===== config.mk =====
export PLATFORM = sky130hd
export DESIGN_NAME = snake_game_controller
export DESIGN_NICKNAME = d
export VERILOG_FILES = /design/src/rtl/snake_game_controller.sv
export SDC_FILE = /design/constraint.sdc
export NUM_CORES = 1
export LEC_CHECK = 0
export CAP_MARGIN = 25
export CORE_AREA = 3 3 95 97
export CTS_CLUSTER_DIAMETER = 40
export DETAILED_ROUTE_END_ITERATION = 12
export DIE_AREA = 0 0 98 100
export MAX_ROUTING_LAYER = met4
export PLACE_DENSITY = 0.58
export SLEW_MARGIN = 40
export SYNTH_ARGS = -nofsm -noshare
export SYNTH_HDL_FRONTEND = slang
export SYNTH_SLANG_ARGS = --single-unit

===== constraint.sdc =====
create_clock -name clk -period 3.05 [get_ports clk]
set_clock_uncertainty 0.15 [all_clocks]
set_input_delay 0.61 -clock clk [delete_from_list [all_inputs] [get_ports clk]]
set_output_delay 0.61 -clock clk [all_outputs]
set_load 0.01 [all_outputs]

===== src/rtl/snake_game_controller.sv =====
`default_nettype none
// +--------------------------------------------------------------------------+
// | snake_game_controller                                                    |
// | Move-tick sequencer, head stepper, lives/length keeper and game flow.    |
// | Optional feature macro: WRAP_AROUND_EN (head wraps at playfield edges).  |
// | Revision: 1.0                                                            |
// +--------------------------------------------------------------------------+
module snake_game_controller #(
  parameter int COORD_WIDTH    = 10,
  parameter int LENGTH_WIDTH   = 6,
  parameter int MAX_LENGTH     = 63,
  parameter int DISPLAY_WIDTH  = 64,
  parameter int DISPLAY_HEIGHT = 48,
  parameter int TICK_DIV       = 10,
  parameter int START_X        = 10,
  parameter int START_Y        = 10,
  parameter int START_LENGTH   = 3,
  parameter int START_LIVES    = 3
) (
  input  logic                    clk,
  input  logic                    reset,
  input  logic                    start,
  input  logic [1:0]              dir_in,
  input  logic                    dir_valid,
  input  logic                    body_hit,
  input  logic                    food_eaten,
  input  logic [1:0]              fruit_type,
  output logic [COORD_WIDTH-1:0]  head_x,
  output logic [COORD_WIDTH-1:0]  head_y,
  output logic [1:0]              direction,
  output logic                    move_strobe,
  output logic                    grow,
  output logic [LENGTH_WIDTH-1:0] snake_length,
  output logic [2:0]              lives,
  output logic                    respawn,
  output logic                    game_over,
  output logic [2:0]              state
);

  typedef enum logic [2:0] {
    S_IDLE    = 3'd0,
    S_RUN     = 3'd1,
    S_MOVE    = 3'd2,
    S_CHECK   = 3'd3,
    S_HIT     = 3'd4,
    S_RESPAWN = 3'd5,
    S_OVER    = 3'd6
  } state_t;

  localparam int c_tick_w    = $clog2(TICK_DIV);
  localparam int c_len_ext_w = LENGTH_WIDTH + 2;

  localparam logic [c_tick_w-1:0]     c_tick_last   = c_tick_w'(TICK_DIV - 1);
  localparam logic [COORD_WIDTH-1:0]  c_x_max       = COORD_WIDTH'(DISPLAY_WIDTH - 1);
  localparam logic [COORD_WIDTH-1:0]  c_y_max       = COORD_WIDTH'(DISPLAY_HEIGHT - 1);
  localparam logic [COORD_WIDTH-1:0]  c_start_x     = COORD_WIDTH'(START_X);
  localparam logic [COORD_WIDTH-1:0]  c_start_y     = COORD_WIDTH'(START_Y);
  localparam logic [LENGTH_WIDTH-1:0] c_start_len   = LENGTH_WIDTH'(START_LENGTH);
  localparam logic [c_len_ext_w-1:0]  c_len_max     = c_len_ext_w'(MAX_LENGTH);
  localparam logic [c_len_ext_w-1:0]  c_len_min     = c_len_ext_w'(START_LENGTH);
  localparam logic [2:0]              c_start_lives = 3'(START_LIVES);
  localparam logic [2:0]              c_lives_max   = 3'd7;

  state_t                  r_state;
  state_t                  w_next_state;
  logic [c_tick_w-1:0]     r_tick_cnt;
  logic [1:0]              r_pending_dir;

  logic [1:0]              w_move_dir;
  logic [COORD_WIDTH-1:0]  w_next_x;
  logic [COORD_WIDTH-1:0]  w_next_y;
  logic                    w_edge;
  logic                    w_out_of_bounds;
  logic [c_len_ext_w-1:0]  w_len_ext;
  logic [c_len_ext_w-1:0]  w_len_sum;
  logic [LENGTH_WIDTH-1:0] w_fruit_len;
  logic [2:0]              w_lives_inc;

  assign state = r_state;

  // A request for the exact opposite heading is dropped; the snake keeps going.
  always_comb begin
    w_move_dir = (r_pending_dir == (direction ^ 2'd1)) ? direction : r_pending_dir;
    w_next_x   = head_x;
    w_next_y   = head_y;
    w_edge     = 1'b0;
    case (w_move_dir)
      2'd0: begin
        if (head_x >= c_x_max) begin
          w_edge   = 1'b1;
          w_next_x = '0;
        end else begin
          w_next_x = head_x + COORD_WIDTH'(1);
        end
      end
      2'd1: begin
        if (head_x == '0) begin
          w_edge   = 1'b1;
          w_next_x = c_x_max;
        end else begin
          w_next_x = head_x - COORD_WIDTH'(1);
        end
      end
      2'd2: begin
        if (head_y == '0) begin
          w_edge   = 1'b1;
          w_next_y = c_y_max;
        end else begin
          w_next_y = head_y - COORD_WIDTH'(1);
        end
      end
      default: begin
        if (head_y >= c_y_max) begin
          w_edge   = 1'b1;
          w_next_y = '0;
        end else begin
          w_next_y = head_y + COORD_WIDTH'(1);
        end
      end
    endcase
  end

`ifdef WRAP_AROUND_EN
  assign w_out_of_bounds = 1'b0;
`else
  assign w_out_of_bounds = w_edge;
`endif

  // Length arithmetic is done two bits wider so +2 can never wrap before saturation.
  always_comb begin
    w_len_ext = {2'b00, snake_length};
    w_len_sum = w_len_ext;
    case (fruit_type)
      2'd0:    w_len_sum = w_len_ext + c_len_ext_w'(1);
      2'd1:    w_len_sum = w_len_ext + c_len_ext_w'(2);
      2'd2:    w_len_sum = (w_len_ext > c_len_min) ? (w_len_ext - c_len_ext_w'(1)) : c_len_min;
      default: w_len_sum = w_len_ext;
    endcase
    if (w_len_sum > c_len_max) begin
      w_len_sum = c_len_max;
    end
  end

  assign w_fruit_len = w_len_sum[LENGTH_WIDTH-1:0];
  assign w_lives_inc = (lives == c_lives_max) ? lives : (lives + 3'd1);

  always_ff @(posedge clk or negedge reset) begin
    if (!reset) begin
      r_state <= S_IDLE;
    end else begin
      r_state <= w_next_state;
    end
  end

  always_comb begin
    w_next_state = r_state;
    case (r_state)
      S_IDLE:    if (start) w_next_state = S_RESPAWN;
      S_RUN:     if (r_tick_cnt == c_tick_last) w_next_state = S_MOVE;
      S_MOVE:    w_next_state = w_out_of_bounds ? S_HIT : S_CHECK;
      S_CHECK:   w_next_state = body_hit ? S_HIT : S_RUN;
      S_HIT:     w_next_state = (lives <= 3'd1) ? S_OVER : S_RESPAWN;
      S_RESPAWN: w_next_state = S_RUN;
      S_OVER:    if (start) w_next_state = S_RESPAWN;
      default:   w_next_state = S_IDLE;
    endcase
  end

  always_ff @(posedge clk or negedge reset) begin
    if (!reset) begin
      head_x        <= c_start_x;
      head_y        <= c_start_y;
      direction     <= 2'd0;
      snake_length  <= c_start_len;
      lives         <= c_start_lives;
      move_strobe   <= 1'b0;
      grow          <= 1'b0;
      respawn       <= 1'b0;
      game_over     <= 1'b0;
      r_tick_cnt    <= '0;
      r_pending_dir <= 2'd0;
    end else begin
      move_strobe <= 1'b0;
      grow        <= 1'b0;
      respawn     <= 1'b0;
      game_over   <= (w_next_state == S_OVER);
      if (dir_valid) begin
        r_pending_dir <= dir_in;
      end
      case (r_state)
        S_IDLE, S_OVER: begin
          if (start) lives <= c_start_lives;
        end
        S_RUN: begin
          r_tick_cnt <= (r_tick_cnt == c_tick_last) ? '0 : (r_tick_cnt + c_tick_w'(1));
        end
        S_MOVE: begin
          direction <= w_move_dir;
          if (!w_out_of_bounds) begin
            head_x      <= w_next_x;
            head_y      <= w_next_y;
            move_strobe <= 1'b1;
          end
        end
        S_CHECK: begin
          // A self-collision takes priority; any fruit on that move is forfeited.
          if (!body_hit && food_eaten) begin
            if (fruit_type == 2'd3) begin
              lives <= w_lives_inc;
            end else begin
              snake_length <= w_fruit_len;
              grow         <= ~fruit_type[1];
            end
          end
        end
        S_HIT: begin
          lives <= (lives == 3'd0) ? 3'd0 : (lives - 3'd1);
        end
        S_RESPAWN: begin
          head_x        <= c_start_x;
          head_y        <= c_start_y;
          snake_length  <= c_start_len;
          direction     <= 2'd0;
          r_pending_dir <= 2'd0;
          r_tick_cnt    <= '0;
          respawn       <= 1'b1;
        end
        default: ;
      endcase
    end
  end

endmodule
`default_nettype wire


==> impl_metrics.tcl <==
set metrics [dict create \
    status "finished clean" \
    peak_vdd_ir_mv 0.360 \
    number_of_buffer_and_inverter_stages_on_the_critical_path 0 \
    initial_antenna_violation_count 0 \
    sequential_cell_area_sq_um 1110 \
    filler_cell_count 819 \
    multi_input_comb_area_sq_um 1990 \
    reg2regPathDepth 7 \
    clk_path_buf_depth 2 \
    fp.coreArea_sq_um 8220 \
    detail_route.vias_per_cell 5.64 \
    synthFlopType "sky130_fd_sc_hd__dfrtp_1" \
    placedInstanceArea_sq_um 3850 \
    yosysUniqueCellTypes 68 \
    place_worst_setup_slack_ns 0.427 \
    area_delta_synth_final_pct 20.4 \
    cts_tree "yes" \
    timing.critical_path.arrival_ns 2.65 \
    dpl.cell_count 535 \
    htree_num_levels 2 \
    buffer_ports.inserted 47 \
    finalHoldViolCount 0 \
    postRouteAntennaNets 0 \
    timing.setup.tns_ns 0 \
    worst_ep_required_time_ns 3.08 \
    cts.repair.resized 0 \
    rrSetupSlack_ns 0.43 \
    insertion_delay_ns 0.30 \
    gp_congestion 0.945 \
    register_bit_total_from_synthesis 44 \
    drt_first_iter_violations 130 \
    power_mw 2.88 \
    pin_count 48 \
    post_layout_utilization_of_the_core_pct 48.0 \
    syn_area_sq_um 3270 \
    holdCritPathClass "in2async" \
    setup_slack_ns 0.430 \
    timing.fmax_mhz 382 \
    maximum_number_of_pins_on_one_net_before_global_route_repair 29 \
    holdWs_ns 0.0739 \
    grt_pass1_vias 3021 \
    globalRoute.totalOverflow 0 \
    crit_path_top_delay_cell "sky130_fd_sc_hd__dfstp_2" \
    syn_nets 422 \
    worst-path-max-fanout 11 \
    floorplan.rows 33 \
    drv_cap 0 \
    seq_area_frac_synth_pct 33.9 \
    grt_setup_unrepaired "false" \
    netlist_instances 393 \
    remaining_drc_errors 0 \
    worstSetupPathType "reg2reg" \
    critical_path.max_stage_delay_ns 0.65 \
    routed-via-count 3065 \
    groute.usage.overall_pct 17.9 \
    avgRoutedWirePerCell_um 15.2 \
    fp.dieArea_sq_um 9800 \
    tightestPinTransition_ns 0.782 \
    timing.rr.start "head_y[1]$_DFFE_PN1P_" \
    finalSetupViolCount 0 \
    cts_root_buffer "sky130_fd_sc_hd__clkbuf_8" \
    grt_first_pass_wirelength_um 14300 \
    post_synth.cell_area_avg_sq_um 8.33 \
    path_clk_slew_ns 0.09 \
    min_period_over_period_pct 85.9 \
    crit_chain "ha_1 -> nand3_1 -> o211a_1 -> mux2_2 -> mux2_2 -> and2_4 -> or3_1" \
    numCtsBuffers 5 \
    dpl.hpwl_um 5960 \
    diodes 0 \
    relative_max_transition_margin_pct 47.6 \
    worstSetupStartpointType "flop" \
    slew_violations 0 \
    drt-pass1-iter-count 5 \
    hold_bufs_at_cts 0 \
    worst_r2r_endpoint "state[1]$_DFF_PN0_" \
    cts.repair_timing.setup_buffer_count 0 \
    drive_above_1_share_pct 10.7 \
    setup.worst_path.end_class "flop" \
    synth-edff-count 0 \
    asyncSetResetFlopFracSynth_pct 100 \
    post-route-cell-area_sq_um 3940 \
    die-height_um 100 \
    timing.critical_path.mode_cell "sky130_fd_sc_hd__mux2_2" \
    totalWireLength_um 8280 \
    num-nets-final 466 \
    timing.critical_path.max_delay_family "flip-flops" \
    total_leakage_power_nw 1.59 \
    post_layout_nonfiller_instances 543 \
    cts.sink_count 44 \
    yosysWarnings 0 \
    powerDensity_nw_per_um2 730 \
    start_util_pct 39.8 \
    die_width_um 98 \
    timing.final.crit_period_ns 2.62 \
]
==> registers in the layout, indices dropped and copies added (netlist names) <==
name / cells
state: 3
move_strobe: 1
grow: 1
respawn: 1
direction: 2
game_over: 1
lives: 3
head_x: 10
snake_length: 6
r_pending_dir: 2
head_y: 10
r_tick_cnt: 4
==> layout make-up <==
type                    instances  area share [%]
well taps                     105            3.33
clock buffers                   8            2.29
multi-input cells             310            50.6
flip-flops and latches         44            28.2
inverters                      18            1.71
repair buffers                 58            13.9
==> how the worst max path moves through the flow <==
| stage | startpoint | end | slack, ns | cells past startpoint |
|---|---|---|---|---|
| 6_report | head_y[1]$_DFFE_PN1P_ | state[1]$_DFF_PN0_ | 0.43 | 7 |
| 5_1_grt | head_y[1]$_DFFE_PN1P_ | state[1]$_DFF_PN0_ | 0.35 | 7 |
| 4_1_cts | head_y[1]$_DFFE_PN1P_ | state[1]$_DFF_PN0_ | 0.44 | 7 |
| 3_5_place_dp | fruit_type[0] | snake_length[5]$_DFFE_PN0P_ | 0.43 | 6 |
| 3_3_place_gp | fruit_type[0] | snake_length[5]$_DFFE_PN0P_ | 0.47 | 6 |
| 2_1_floorplan | direction[1]$_DFFE_PN0N_ | state[1]$_DFF_PN0_ | 0.58 | 7 |
==> placed cells by master (no fill, tap or decap), drive strengths merged, types with 6 or more instances in the layout <==
master / count
a21oi: 36
a31oi: 6
and2: 6
buf: 12
clkbuf: 8
clkdlybuf4s50: 46
dfrtp: 36
dfstp: 8
ha: 19
inv: 18
mux2i: 6
nand2: 41
nand3: 22
nor2: 31
nor3: 16
nor4: 8
o21ai: 27
==> metal layers <==
layer,GRT usage [%],share of wire (%),vias up
li1,-,-,1528
met1,23.9,48,1441
met2,28.5,46,88
met3,2.71,4.7,8
met4,4.69,1.1,0
met5,-,0,-
==> power by group <==
group	switching (mW)	total, mW	internal, mW
clock network	0.209	0.395	0.185
registers	0.252	1.01	0.756
logic	0.778	1.47	0.696
==> synthesized netlist by cell type, types with 3 or more instances <==
master,number,area (sq um)
sky130_fd_sc_hd__nand3_1,20,100
sky130_fd_sc_hd__and2_1,4,25.0
sky130_fd_sc_hd__o22ai_1,5,31.3
sky130_fd_sc_hd__o21bai_1,3,22.5
sky130_fd_sc_hd__mux2i_1,6,60.1
sky130_fd_sc_hd__and3_1,4,25.0
sky130_fd_sc_hd__inv_1,18,67.6
sky130_fd_sc_hd__o2bb2ai_1,3,26.3
sky130_fd_sc_hd__a21oi_1,36,180
sky130_fd_sc_hd__dfrtp_1,36,901
sky130_fd_sc_hd__nor2b_1,5,31.3
sky130_fd_sc_hd__o21ai_0,25,125
sky130_fd_sc_hd__a311oi_1,3,26.3
sky130_fd_sc_hd__clkbuf_1,15,56.3
sky130_fd_sc_hd__nor2_1,31,116
sky130_fd_sc_hd__mux2_2,4,45.0
sky130_fd_sc_hd__dfstp_2,8,210
sky130_fd_sc_hd__nand2_1,41,154
sky130_fd_sc_hd__or4_1,4,30.0
sky130_fd_sc_hd__o22a_1,3,26.3
sky130_fd_sc_hd__or2_2,3,18.8
sky130_fd_sc_hd__nand2b_1,5,31.3
sky130_fd_sc_hd__ha_1,19,238
sky130_fd_sc_hd__a31oi_1,6,37.5
sky130_fd_sc_hd__or3_1,5,31.3
sky130_fd_sc_hd__o31ai_1,5,37.5
sky130_fd_sc_hd__nor4_1,5,31.3
sky130_fd_sc_hd__nor3_1,16,80.1
==> kinds of logic after synthesis <==
kind of cell	share of synthesized area, %
and+or+nand+nor	25.9
AOI/OAI and AO/OA	23.0
DFF	33.9
buffers and inverters	5.20
adders and majority gates	7.26
muxes	3.67
xor gates and xnor gates	1.07
Note: power is estimated with default switching activity, not from simulation.
